===== src/rtl/logic_op_scheduler.sv =====
// Two-requester round-robin scheduler feeding a single-cycle bitwise/shift unit.
// One operation in flight at a time; results are held until the consumer takes them.
module logic_op_scheduler #(
   parameter int WIDTH = 6
) (
   input  logic             clk,
   input  logic             rst,
   input  logic             req0_valid,
   output logic             req0_ready,
   input  logic [2:0]       req0_op,
   input  logic [WIDTH-1:0] req0_a,
   input  logic [WIDTH-1:0] req0_b,
   input  logic             req1_valid,
   output logic             req1_ready,
   input  logic [2:0]       req1_op,
   input  logic [WIDTH-1:0] req1_a,
   input  logic [WIDTH-1:0] req1_b,
   output logic             rsp_valid,
   input  logic             rsp_ready,
   output logic             rsp_id,
   output logic [WIDTH-1:0] rsp_data,
   output logic             busy
);

   typedef enum logic [1:0] {
      IDLE,
      EXEC,
      RESP
   } state_t;

   state_t           state;
   logic             last_grant;
   logic [2:0]       op_q;
   logic [WIDTH-1:0] a_q;
   logic [WIDTH-1:0] b_q;
   logic             id_q;
   logic             grant0;
   logic             grant1;
   logic [WIDTH-1:0] result;

   // On a tie the requester that did not win last time is served; reset gates grants off.
   always_comb begin
      grant0 = 1'b0;
      grant1 = 1'b0;
      if (state == IDLE && !rst) begin
         grant0 = req0_valid && (!req1_valid || last_grant);
         grant1 = req1_valid && (!req0_valid || !last_grant);
      end
   end

   assign req0_ready = grant0;
   assign req1_ready = grant1;

   always_comb begin
      result = '0;
      case (op_q)
         3'd0:    result = ~a_q;
         3'd1:    result = ~b_q;
         3'd2:    result = a_q | b_q;
         3'd3:    result = a_q & b_q;
         3'd4:    result = a_q ^ b_q;
         3'd5:    result = ~(a_q ^ b_q);
         3'd6:    result = {1'b0, a_q[WIDTH-1:1]};
         default: result = {a_q[WIDTH-2:0], 1'b0};
      endcase
   end

   always_ff @(posedge clk or posedge rst) begin
      if (rst) begin
         state      <= IDLE;
         last_grant <= 1'b1;
         op_q       <= '0;
         a_q        <= '0;
         b_q        <= '0;
         id_q       <= 1'b0;
         rsp_valid  <= 1'b0;
         rsp_id     <= 1'b0;
         rsp_data   <= '0;
         busy       <= 1'b0;
      end else begin
         case (state)
            IDLE: begin
               if (grant0 || grant1) begin
                  op_q       <= grant1 ? req1_op : req0_op;
                  a_q        <= grant1 ? req1_a  : req0_a;
                  b_q        <= grant1 ? req1_b  : req0_b;
                  id_q       <= grant1;
                  last_grant <= grant1;
                  busy       <= 1'b1;
                  state      <= EXEC;
               end
            end
            EXEC: begin
               rsp_data  <= result;
               rsp_id    <= id_q;
               rsp_valid <= 1'b1;
               state     <= RESP;
            end
            RESP: begin
               if (rsp_ready) begin
                  rsp_valid <= 1'b0;
                  busy      <= 1'b0;
                  state     <= IDLE;
               end
            end
            default: begin
               rsp_valid <= 1'b0;
               busy      <= 1'b0;
               state     <= IDLE;
            end
         endcase
      end
   end

endmodule


===== config.mk =====
export PLATFORM = sky130hd
export DESIGN_NAME = logic_op_scheduler
export DESIGN_NICKNAME = d
export VERILOG_FILES = /design/src/rtl/logic_op_scheduler.sv
export SDC_FILE = /design/constraint.sdc
export NUM_CORES = 1
export LEC_CHECK = 0
export ABC_CLOCK_PERIOD_IN_PS = 2150
export CAP_MARGIN = 30
export CORE_ASPECT_RATIO = 1.4
export CORE_MARGIN = 2
export CORE_UTILIZATION = 49
export CTS_BUF_LIST = sky130_fd_sc_hd__clkbuf_4 sky130_fd_sc_hd__clkbuf_8 sky130_fd_sc_hd__clkbuf_16
export DETAILED_ROUTE_END_ITERATION = 8
export PLACE_DENSITY = 0.8
export SYNTH_ARGS = -nofsm -noshare
export SYNTH_HDL_FRONTEND = slang
export SYNTH_SLANG_ARGS = --single-unit

===== constraint.sdc =====
create_clock -name clk -period 2.15 [get_ports clk]
set_input_delay 0.43 -clock clk [delete_from_list [all_inputs] [get_ports clk]]
set_output_delay 0.43 -clock clk [all_outputs]
set_load 0.01 [all_outputs]

==> impl_metrics.yaml, run 1 <==
timing:
  fmaxAchievable_ghz: 0.4962
  final-setup-viol-count: 0
  skew_ps: 6.537
  rsz0062_at_grt: "no"
  slew_headroom: 0.6329
  hold_viol: 0
  tightest_slew_ps: 550.6
  finalCritPeriodShare: 0.9374
  post-route-min-period_ps: 2015
  drv_slew: 0
clock_network:
  cts_sinks: 28
  clk_latency_ps: 280
  cts_root_buf: "clkbuf_8"
  cts_tree: "done"
  cts_setup_buffers: 0
  clock_path_buffers: 2
  h-tree-depth: 1
  cts.repair.resized: 2
  cts_hold_buf: 0
  cts.clk_slew.worst_paths_ps: 90
  numCtsBuffers: 3
synthesis:
  synth_cells: 203
  synth_top_flop_cell: "dfrtp_1"
  syn_avg_cell_area_um2: 8.956
  yosys.area.top_type: "dfrtp_1"
  ys_ff_latch: 28
  synth_cell_types: 39
  ys_seq_area_frac: 0.3861
  syn_nets: 250
  synth-warning-count: 0
  synth_area_leaders: "dfrtp_1, mux2i_1, ha_1"
  syn_area_um2: 1818
  synthArstFlopShare: 1.000
  synth_enable_flop_cells: 0
  synth_top_area_share: 0.3716
global_route:
  grt.busiest_layer: "met2"
  grt_pass1_wl_um: 6292
  globalRouteMet1Util: 0.2112
  grt_usage: 0.1809
  antenna_found_initial: 0
  grt_use_met3: 0.01528
  grt_remaining_overflow: 0
  grt_max_degree: 34
  use_met2: 0.3381
  grt_pass1_vias: 1539
outcome:
  status: "finished clean"
routing:
  ant_nets: 0
  first_pass_iters: 4
  via_per_inst: 5.355
  vias: 1553
  drt-wirelength-per-cell_um: 12.10
  drt_wl_total_um: 3510
  dr.first_iter.drc_count: 50
  post-route-drc-count: 0
min_path:
  hold_path.class: "reg -> reg"
place:
  portBuffers: 45
  place_congestion: 0.8617
  dpl.hpwl_um: 2763
  dp.cells: 286
power_and_ir_drop:
  swShare: 0.3969
  power_density_nw_per_um2: 1111
  power_frac_clock: 0.118
  share_comb_of_total_power: 0.493
  vdd_drop_max_uv: 584.7
  p_int_mw: 1.582
  p_seq_frac: 0.389
  p_sw_mw: 1.041
  p_leak_nw: 1.164
final_layout:
  fin_nets: 296
  syn_to_final_growth_pct: 29.87
  final_cell_mix: "clkdlybuf4s50_1, nand2_1, dfrtp_1"
  layout-drive-gt1-share: 0.08065
  layout_commonest_cell: "clkdlybuf4s50_1"
  fin_cells: 290
  diodes: 0
  fin_util: 0.6538
floorplan:
  die-area_um2: 4220
  die_height_um: 76.07
  chipWidth_um: 55.48
  rows: 26
  start_util: 0.5035
  ios: 46
  coreArea_um2: 3611
worst_setup_path:
  crit_path_end_kind: "output port"
  worstPathMaxFanout: 4
  cp.required_ps: 1720
  worstSetupPathType: "in -> out"
  start_kind: "primary input"
  cp_data_arrival_time_ps: 1590
flow_run:
  drv_cap: 0
-- registers in the layout, summed over array words and instances, names as in the netlist --
register / cells
a_q: 6
b_q: 6
rsp_data: 6
op_q: 3
state: 2
busy: 1
id_q: 1
last_grant: 1
rsp_id: 1
rsp_valid: 1
-- worst max-delay path, cell delays in order --
cell	delay [ps]
clkdlybuf4s50_1	460
nor3_4	230
nand2_1	80
a21oi_1	110
dlygate4sd2_1	270
-- power by group through the flow --
stage	sequential [mW]	clock [mW]	combinational, mW
floorplan	0.959	0	0.934
CTS	1.02	0.311	1.31
global placement	1.02	0	1.27
finish	1.02	0.308	1.29
global route	1.07	0.334	1.49
detailed placement	1.03	0	1.31
-- metrics by stage --
stage                     power [mW]  area, µm²  setup TNS [ps]  hold WS (ps)  setup WS, ps
final                          2.623       2361               0         485.7         134.6
after global routing           2.887       2361               0         514.9         77.05
after CTS                      2.645       2361               0         488.6         127.2
after detailed placement       2.345       2315          -250.9         465.3        -143.3
after global placement         2.289       2315          -206.7         456.3        -127.3
after floorplan                1.894       1818               0         441.9         582.0
-- per-layer routing --
metal,share of wire,vias up
li1,-,792
met1,0.42,721
met2,0.53,35
met3,0.026,5
met4,0.017,0
met5,0,-
-- final cells by class --
type,instances,area (µm²)
repair buffers,53,520.5
clock buffers,4,48.80
multi-input cells,143,962.2
fillers,317,1250
inverters,20,75.07
flip-flops and latches,28,701.9
well taps,42,52.55
-- worst paths after layout --
kind	start	endpoint	slack [ps]	depth (start not counted)
setup reg to reg	a_q[0]$_DFFE_PP0P_	rsp_data[0]$_DFFE_PP0P_	450	6
hold / removal	id_q$_DFFE_PP0P_	id_q$_DFFE_PP0P_	490	2
setup / recovery	rst	req0_ready	130	5
min in group asynchronous	rst	rsp_data[0]$_DFFE_PP0P_	600	3
max in group asynchronous	rst	last_grant$_DFFE_PP1P_	1240	3
hold reg to reg	id_q$_DFFE_PP0P_	id_q$_DFFE_PP0P_	490	2
-- synth_stat cells, types with 2 or more instances --
cell type / count
ha_1: 12
a21oi_1: 6
and2_1: 3
o2111a_1: 2
nand2b_1: 4
a22o_1: 2
nand2_1: 31
buf_4: 2
buf_2: 5
inv_1: 19
o221ai_1: 3
mux2i_1: 17
o31ai_1: 3
nor2_1: 13
o21ai_0: 15
o21ai_1: 11
clkbuf_1: 3
dfrtp_1: 27
nor3_1: 3
a31oi_1: 3
-- logic make-up (layout without fill, tap and decap cells) --
| family | after synthesis | in the layout | synth area share |
|---|---|---|---|
| AO/OA/AOI/OAI | 53 | 53 | 0.1845 |
| adder cells (fa/ha/maj) | 12 | 12 | 0.08259 |
| buffers and inverters | 32 | 77 | 0.08671 |
| flip-flops | 28 | 28 | 0.3861 |
| multiplexers | 19 | 19 | 0.1122 |
| AND/OR/NAND/NOR | 59 | 59 | 0.1480 |
Power figures use the tool's default switching activity.
==> run 2: changes to the inputs <==
Settings changed: CELL_PAD_IN_SITES_DETAIL_PLACEMENT set to 0, CELL_PAD_IN_SITES_GLOBAL_PLACEMENT set to 1, CORE_UTILIZATION 49 to 36, PLACE_DENSITY 0.8 to not set, PLACE_DENSITY_LB_ADDON set to 0.1.
==> run 2 against run 1 <==
Routed wire length grew 11%. Utilization fell by 16 points. Via count is 3.3% lower. Global-route usage is 3.3 points lower. Critical path depth grew 1. Largest cell class unchanged.
==> impl_metrics.yaml, run 2 (same netlist as run 1, synthesis figures left out) <==
outcome:
  status: "finished clean"
final_layout:
  syn_to_final_growth_pct: 32.14
  diodes: 0
  layout-drive-gt1-share: 0.08434
  fill_cells: 476
  final_cell_mix: "clkdlybuf4s50_1, nand2_1, dfrtp_1"
  stdcell_area_um2: 2402
  multi_input_area_um2: 962.2
  fin_nets: 297
  register_area_um2: 701.9
  layout_commonest_cell: "clkdlybuf4s50_1"
  reg_top3: "a_q: 6 flops, b_q: 6 flops, rsp_data: 6 flops"
floorplan:
  ios: 46
  rows: 30
  die_height_um: 88.09
  coreArea_um2: 4842
  die-area_um2: 5643
  chipWidth_um: 64.06
  start_util: 0.3755
routing:
  drt_wl_total_um: 3910
  ant_nets: 0
  dr.first_iter.drc_count: 102
  vias: 1502
  via_per_inst: 4.799
  first_pass_iters: 6
  post-route-drc-count: 0
  drt-wirelength-per-cell_um: 12.49
flow_run:
  drv_cap: 0
global_route:
  antenna_found_initial: 0
  grt_remaining_overflow: 0
  grt.busiest_layer: "met2"
  globalRouteMet1Util: 0.1854
  grt_pass1_wl_um: 6555
  grt_max_degree: 32
  grt_use_met3: 0.02314
  grt_usage: 0.1482
  grt_pass1_vias: 1435
  use_met2: 0.2538
place:
  portBuffers: 45
  place_area_um2: 2342
  dpl.hpwl_um: 3056
  place_congestion: 0.8444
clock_network:
  clock_path_buffers: 2
  numCtsBuffers: 3
  h-tree-depth: 1
  cts_sinks: 28
  clk_latency_ps: 270
  cts.clk_slew.worst_paths_ps: 100
  cts_hold_buf: 0
  cts_tree: "done"
  cts_root_buf: "clkbuf_8"
worst_setup_path:
  cp.required_ps: 1720
  r2r-start: "a_q[4]$_DFFE_PP0P_"
  regToRegSetupSlack_ps: 400
  critPathSlowestCell: "clkdlybuf4s50_1"
  cp_data_arrival_time_ps: 1610
  start_kind: "primary input"
  rr_worst_depth: 6
  cp_cell_sequence: "clkdlybuf4s50_1, nor3_4, buf_4, nand2_1, a21oi_1, dlygate4sd2_1"
  worstSetupPathType: "in -> out"
  worstPathMaxFanout: 2
  r2r-end: "rsp_data[4]$_DFFE_PP0P_"
  crit_path_end_kind: "output port"
  worst_path_largest_cell_delay_ps: 460
power_and_ir_drop:
  p_leak_nw: 1.172
  power_density_nw_per_um2: 1109
  vdd_drop_max_uv: 457.1
timing:
  skew_ps: 2.112
  whs_ps: 391.4
  drv_slew: 0
  fmaxAchievable_ghz: 0.4900
  post-route-min-period_ps: 2041
  rsz0062_at_grt: "no"
  hold_viol: 0
  final-setup-viol-count: 0
  finalCritPeriodShare: 0.9492
  slew_headroom: 0.6095
  tightest_slew_ps: 585.7
min_path:
  hold_path.class: "in -> async"
## run 2: cell type report
cell class / instances / area share
multi-input combinational: 143 / 0.4005
clock buffer: 4 / 0.02292
inverter: 20 / 0.03125
timing repair buffer: 54 / 0.2198
sequential: 28 / 0.2922
tap: 64 / 0.03333
## run 2: repair_timing
action / 4_1_cts / 5_1_grt
setup buffers: 1 / 0
gates cloned: 0 / 0
gates resized for setup: 2 / 0
pin swaps: 1 / 1
endpoints found under the hold margin: 0 / 0
setup endpoints to repair: 2 / 1
## run 2: power breakdown
group / internal [mW] / leakage (nW) / switching, mW / total [mW]
Sequential: 0.754 / 0.343 / 0.285 / 1.04
Clock: 0.164 / 0.0288 / 0.167 / 0.331
Combinational: 0.685 / 0.800 / 0.609 / 1.29
Total: 1.60 / 1.17 / 1.06 / 2.66
## run 2: routing by layer
layer  wire length [µm]  share of wire
met2               1917           0.49
met5                  0              0
met3                121          0.031
met4                 72          0.018
met1               1798           0.46
## run 2: critical path, delay by kind of cell
kind	cells	cell delay, ps
AOI/OAI and AO/OA	1	110
and+or+nand+nor	2	200
buffers and inverters	3	880
## run 2: per-stage QoR
stage / instances / power, mW / setup TNS (ps) / util / worst slack [ps]
global placement: 308 / 2.357 / -168.7 / 0.4837 / -100.0
CTS: 313 / 2.711 / 0 / 0.4961 / 41.54
global route: 313 / 2.925 / 0 / 0.4961 / 5.788
floorplan: 203 / 1.894 / 0 / - / 582.0
finish: 313 / 2.663 / 0 / 0.4961 / 109.3
detailed placement: 308 / 2.371 / -160.9 / 0.4837 / -91.30
## run 2: worst max-delay path by stage
stage                               startpoint         end  slack (ps)  depth (start not counted)
after floorplan           state[0]$_DFFE_PP0P_  req1_ready         580                          5
after global placement                     rst  req0_ready        -100                          5
after detailed placement                   rst  req0_ready         -90                          5
after CTS                                  rst  req0_ready          40                          6
after global routing                       rst  req0_ready           6                          6
final                                      rst  req0_ready         110                          6
==> run 3: changes to the inputs <==
Settings changed: CTS_CLUSTER_DIAMETER set to 100.
==> results of run 3 <==
The final DEF is identical to that of run 2; final timing and power are the same.
==> edit 1 (settings of run 2) <==
Set the parameter `WIDTH` to 3 (it was 6).
--- a/src/rtl/logic_op_scheduler.sv
+++ b/src/rtl/logic_op_scheduler.sv
@@ -1,7 +1,7 @@
 // Two-requester round-robin scheduler feeding a single-cycle bitwise/shift unit.
 // One operation in flight at a time; results are held until the consumer takes them.
 module logic_op_scheduler #(
-   parameter int WIDTH = 6
+   parameter int WIDTH = 3
 ) (
    input  logic             clk,
    input  logic             rst,
Interface: changed (5 resized); port bits go from 46 to 31. The function was not compared with the original's and may differ.
==> edit 1 against run 2 <==
  * Global-route usage decreased by 0.47 points
  * Setup slack improved by 22 ps
  * Via count decreased by 38%
  * Final area decreased by 36%
  * Maximum frequency increased by 1.1%
  * Wire length decreased by 42%
  * Sequential cell count decreased by 9
  * Largest cell class unchanged
  * Synthesized area decreased by 37%
  * Power decreased by 35%
  * Highest routed layer unchanged
  * Register-to-register slack improved by 160 ps
==> edit 1: results <==
group,metric,value,unit
timing,clock-skew-final,0.855,ps
synthesis,avgSynthCellArea,9.63,um^2
hold_path,hp-class,"flip-flop to flip-flop",
synthesis,synthArstFlopShare,1.00,
cts,clk_path_buf_depth,2,
global_route,grt_pass1_wl,4.03,mm
synthesis,synth_nets,148,
worst_setup_path,crit_arrival,1590,ps
global_route,grt_pass1_vias,950,
power,ir_drop,0.000609,V
power,p_leak,0.744,nW
placement,gp_congestion,0.768,
worst_setup_path,r2r_start,"a_q[0]",
synthesis,ys_seq_area_frac,0.416,
synthesis,synth_cell_types,32,
cts,cts_max_level,1,
placement,numPortBuffers,30,
routing,drt_iter0_markers,5,
global_route,globalRouteTotalUtil,0.143,
worst_setup_path,slowest_stage,"clkdlybuf4s50_1",
placement,post-place-ws,-77.9,ps
cells_and_area,drive_above_1_share,0.0927,
die,initial_core_util,0.371,
status,status,"completed",
routing,routedWlPerCell,11.9,um
routing,drtPass1Iterations,4,
placement,place_inst,185,
routing,wirelength,2.26,mm
global_route,grt_max_degree,22,
cts,clk_pin_slew_worst_paths,70,ps
timing,relSlewSlack,0.664,
routing,vias,933,
cells_and_area,nets,181,
synthesis,synthTopCellsByArea,"dfrtp_1, mux2i_1, ha_1",
worst_setup_path,path_delay_family,"buffers and inverters",
placement,dpl_cell_area,0.00147,mm^2
placement,post-dp-hpwl,1.69,mm
synthesis,synthTopCellsByCount,"dfrtp_1, nor2_1, a21oi_1, mux2i_1, inv_1",
==> edit 1: cell types whose count changed after synthesis, moves of 6 or more <==
| cell | run 2 | this run |
|---|---|---|
| o21ai_1 | 11 | 1 |
| ha_1 | 12 | 6 |
| dfrtp_1 | 27 | 18 |
| o21ai_0 | 15 | 5 |
| inv_1 | 19 | 10 |
| a21oi_1 | 6 | 12 |
| nand2_1 | 31 | 8 |
==> edit 1: per-layer routing <==
| metal | global-route usage | part of all wire | routed length [um] |
|---|---|---|---|
| met5 | 0 | 0 | 0 |
| met4 | 0.0614 | 0.019 | 44 |
| met3 | 0.0190 | 0.025 | 57 |
| met2 | 0.245 | 0.51 | 1160 |
| met1 | 0.178 | 0.44 | 997 |
==> edit 1: path summary, 6_finish.rpt <==
path | end | slack (ps) | cells after the start
max reg2reg | rsp_data[0] | 560 | 6
min | busy | 480 | 1
min in group asynchronous | state[0] | 570 | 3
max | req0_ready | 130 | 6
min reg2reg | busy | 480 | 1
max in group asynchronous | last_grant | 1310 | 3
==> edit 1: power breakdown <==
part           internal, mW  switching [mW]  leakage (nW)
logic                 0.427           0.331         0.503
clock network         0.131           0.123        0.0217
registers             0.513           0.196         0.219
==> edit 1: layout make-up <==
class / instances / area, um^2
timing repair buffer: 35 / 337
multi-input combinational: 83 / 581
fill: 308 / 1560
inverter: 10 / 37.5
clock inverter: 1 / 7.51
sequential: 19 / 477
tap: 39 / 48.8
clock buffer: 3 / 41.3
==> edit 1: logic make-up (layout without fill, tap and decap cells) <==
kind of cell	count (synthesis)	count (layout)	synth area share
simple gates	31	31	0.142
compound gates	30	30	0.162
flops	19	19	0.416
buf+inv	17	49	0.0775
mux	13	13	0.115
fa+ha+maj	6	6	0.0655
xor+xnor	3	3	0.0229
==> edit 1: timing repair <==
action | in CTS | in global routing
setup endpoints to repair | 2 | 1
pin swaps | 1 | 1
gates resized for setup | 2 | 1
endpoints found under the hold margin | 0 | 0
setup buffers | 1 | 0
==> edit 1: stage by stage <==
step | setup TNS, ps | utilization
floorplan | 0 | -
detailed placement | -129 | 0.477
global placement | -128 | 0.477
global route | 0 | 0.494
CTS | 0 | 0.494
finish | 0 | 0.494
==> edit 1: worst register-to-register path: stages, from the launching register on <==
cell and delay (ps):
dfrtp_1 430, inv_1 60, ha_1 300, xor2_1 150, a21oi_1 170, o21ai_1 90, mux2_2 280
==> edit 2 (config.mk and constraints of run 2) <==
Without the edit above. Reset style: synchronous (`rst`), changed in one clocked block.
--- a/src/rtl/logic_op_scheduler.sv
+++ b/src/rtl/logic_op_scheduler.sv
@@ -65,7 +65,7 @@
       endcase
    end
 
-   always_ff @(posedge clk or posedge rst) begin
+   always_ff @(posedge clk) begin
       if (rst) begin
          state      <= IDLE;
          last_grant <= 1'b1;
Check against the original RTL: differs if rst is asserted again (counterexample within 4 cycles, from zero or initial values and one cycle with rst high); with rst held inactive, the same outputs for 10 cycles.
==> edit 2 against run 2 <==
  * Setup slack better by 48 ps
  * Synthesized area is 2.5% higher
  * Worst hold slack better by 68 ps
  * Sequential cell count stayed put
  * Final area is 0.83% lower
  * Wire length is 11% higher
  * Count of clock-buffer cells in the layout stayed put
  * First-iteration DRC count is 48% lower
  * Critical endpoint unchanged
  * Largest cell class unchanged
Power is not compared: it rests on default switching activity, and its combinational part moved more than twofold at a synthesized area within 25%.
==> edit 2: results <==
group,metric,value,unit
status,status,"completed",
timing,clock-skew-final,4.16,ps
global_route,globalRouteTotalUtil,0.165,
synthesis,synthTopCellsByArea,"dfxtp_1, nand2_1, ha_1",
global_route,antenna_found_initial,0,
synthesis,synth-main-ff-cell,"dfxtp_1",
routing,wirelength,4.34,mm
cells_and_area,drive_above_1_share,0.121,
placement,gp_congestion,0.770,
global_route,grt_max_degree,28,
synthesis,synthTopCellsByCount,"nand2_1, dfxtp_1, nor2_1",
cells_and_area,regArea,561,um^2
power,switching_power,427,uW
synthesis,synth.top_cell.area_share,0.301,
cells_and_area,multi_input_cells,159,
cells_and_area,buffer_area_frac,0.223,
synthesis,synth_cell_types,43,
cells_and_area,signal_buffers,56,
global_route,grt_pass1_wl,7.34,mm
cells_and_area,num-clock-buffers,4,
cts,cts_buffers,3,
worst_setup_path,slowest_stage,"clkdlybuf4s50_1",
cells_and_area,multiInputGateArea,0.00108,mm^2
cts,clock_latency,280,ps
cts,clk_root_buffer_cell,"clkbuf_8",
synthesis,ys.warnings.count,0,
worst_setup_path,critical_path.max_fanout,3,
worst_setup_path,path_delay_family,"buffers and inverters",
power,ir_drop,0.000274,V
power,seq_cell_power,636,uW
routing,drtPass1Iterations,4,
worst_setup_path,crit_arrival,1560,ps
routing,drt_iter0_markers,53,
cells_and_area,fill_cells,529,
placement,post-dp-hpwl,3.37,mm
power,p_leak,0.947,nW
placement,place_inst,326,
timing,worst_pin_slew,604,ps
cells_and_area,layout.non_clock_inverters,17,
routing,vias,1650,
cells_and_area,nets,312,
worst_setup_path,slowest_delay,450,ps
synthesis,syn_inst,218,
synthesis,synth_nets,265,
cells_and_area,antenna_cells,0,
global_route,grt_pass1_vias,1493,
synthesis,ys_seq_area_frac,0.301,
cts,clk_pin_slew_worst_paths,100,ps
placement,numPortBuffers,45,
cts,clkSinkCount,28,
cells_and_area,reg_top3,"a_q (6), b_q (6), rsp_data (6)",
routing,via_per_inst,5.00,
cells_and_area,clockNetworkAreaShare,0.0231,
hold_path,hp-class,"flip-flop to flip-flop",
worst_setup_path,r2r_cells,4,
synthesis,synthArstFlopShare,0,
## edit 2: cell count changes in the layout (fill, tap and decap cells not counted), moves of 4 or more
cell	delta
a311oi_1	+7
o21ai_1	-10
nor2b_1	+4
mux2i_1	-12
nand2_1	+10
a311oi_2	+8
dfrtp_1	-27
dfxtp_1	+28
nor2_1	+12
## edit 2: worst reg2reg max path, cell delays in order, from the launching register on
cell and delay [ps]:
dfxtp_1 610, mux2_2 390, o211a_1 210, a221oi_1 250, o21ai_0 130
## edit 2: metal layers
layer,global-route usage,part of all wire,routed length (um),vias to the layer above
met4,0.0464,0.0097,42,0
met5,0,0,0,-
met2,0.303,0.53,2320,33
met3,0.0340,0.044,189,4
li1,-,-,-,851
met1,0.193,0.41,1790,762
## edit 2: metrics by stage
stage	cell area, um^2	worst slack, ps	power, mW
finish	2380	157	1.41
global route	2380	43.3	1.50
detailed placement	2330	-108	1.09
floorplan	1860	582	0.933
CTS	2380	147	1.43
global placement	2330	-103	1.09
## edit 2: final timing paths
path                                  start  slack [ps]     endpoint
worst max-delay path                    rst         160   req0_ready
worst min-delay path            rsp_data[3]         460  rsp_data[3]
worst max register to register      op_q[1]         470  rsp_data[4]
worst min register to register  rsp_data[3]         460  rsp_data[3]
## edit 2: cell families (layout without fill, tap and decap cells)
| group | count (synthesis) | count (layout) | synth area share |
|---|---|---|---|
| and+or+nand+nor | 87 | 87 | 0.215 |
| muxes | 8 | 8 | 0.0510 |
| adders and majority gates | 12 | 12 | 0.0806 |
| AOI/OAI and AO/OA | 52 | 52 | 0.236 |
| DFF | 28 | 28 | 0.301 |
| buffers and inverters | 31 | 77 | 0.117 |
## edit 2: repair_timing
action | CTS | global route
buffers inserted | 0 | 0
resized for setup | 2 | 0
endpoints found under the setup margin | 2 | 0
endpoints found under the hold margin | 0 | 0
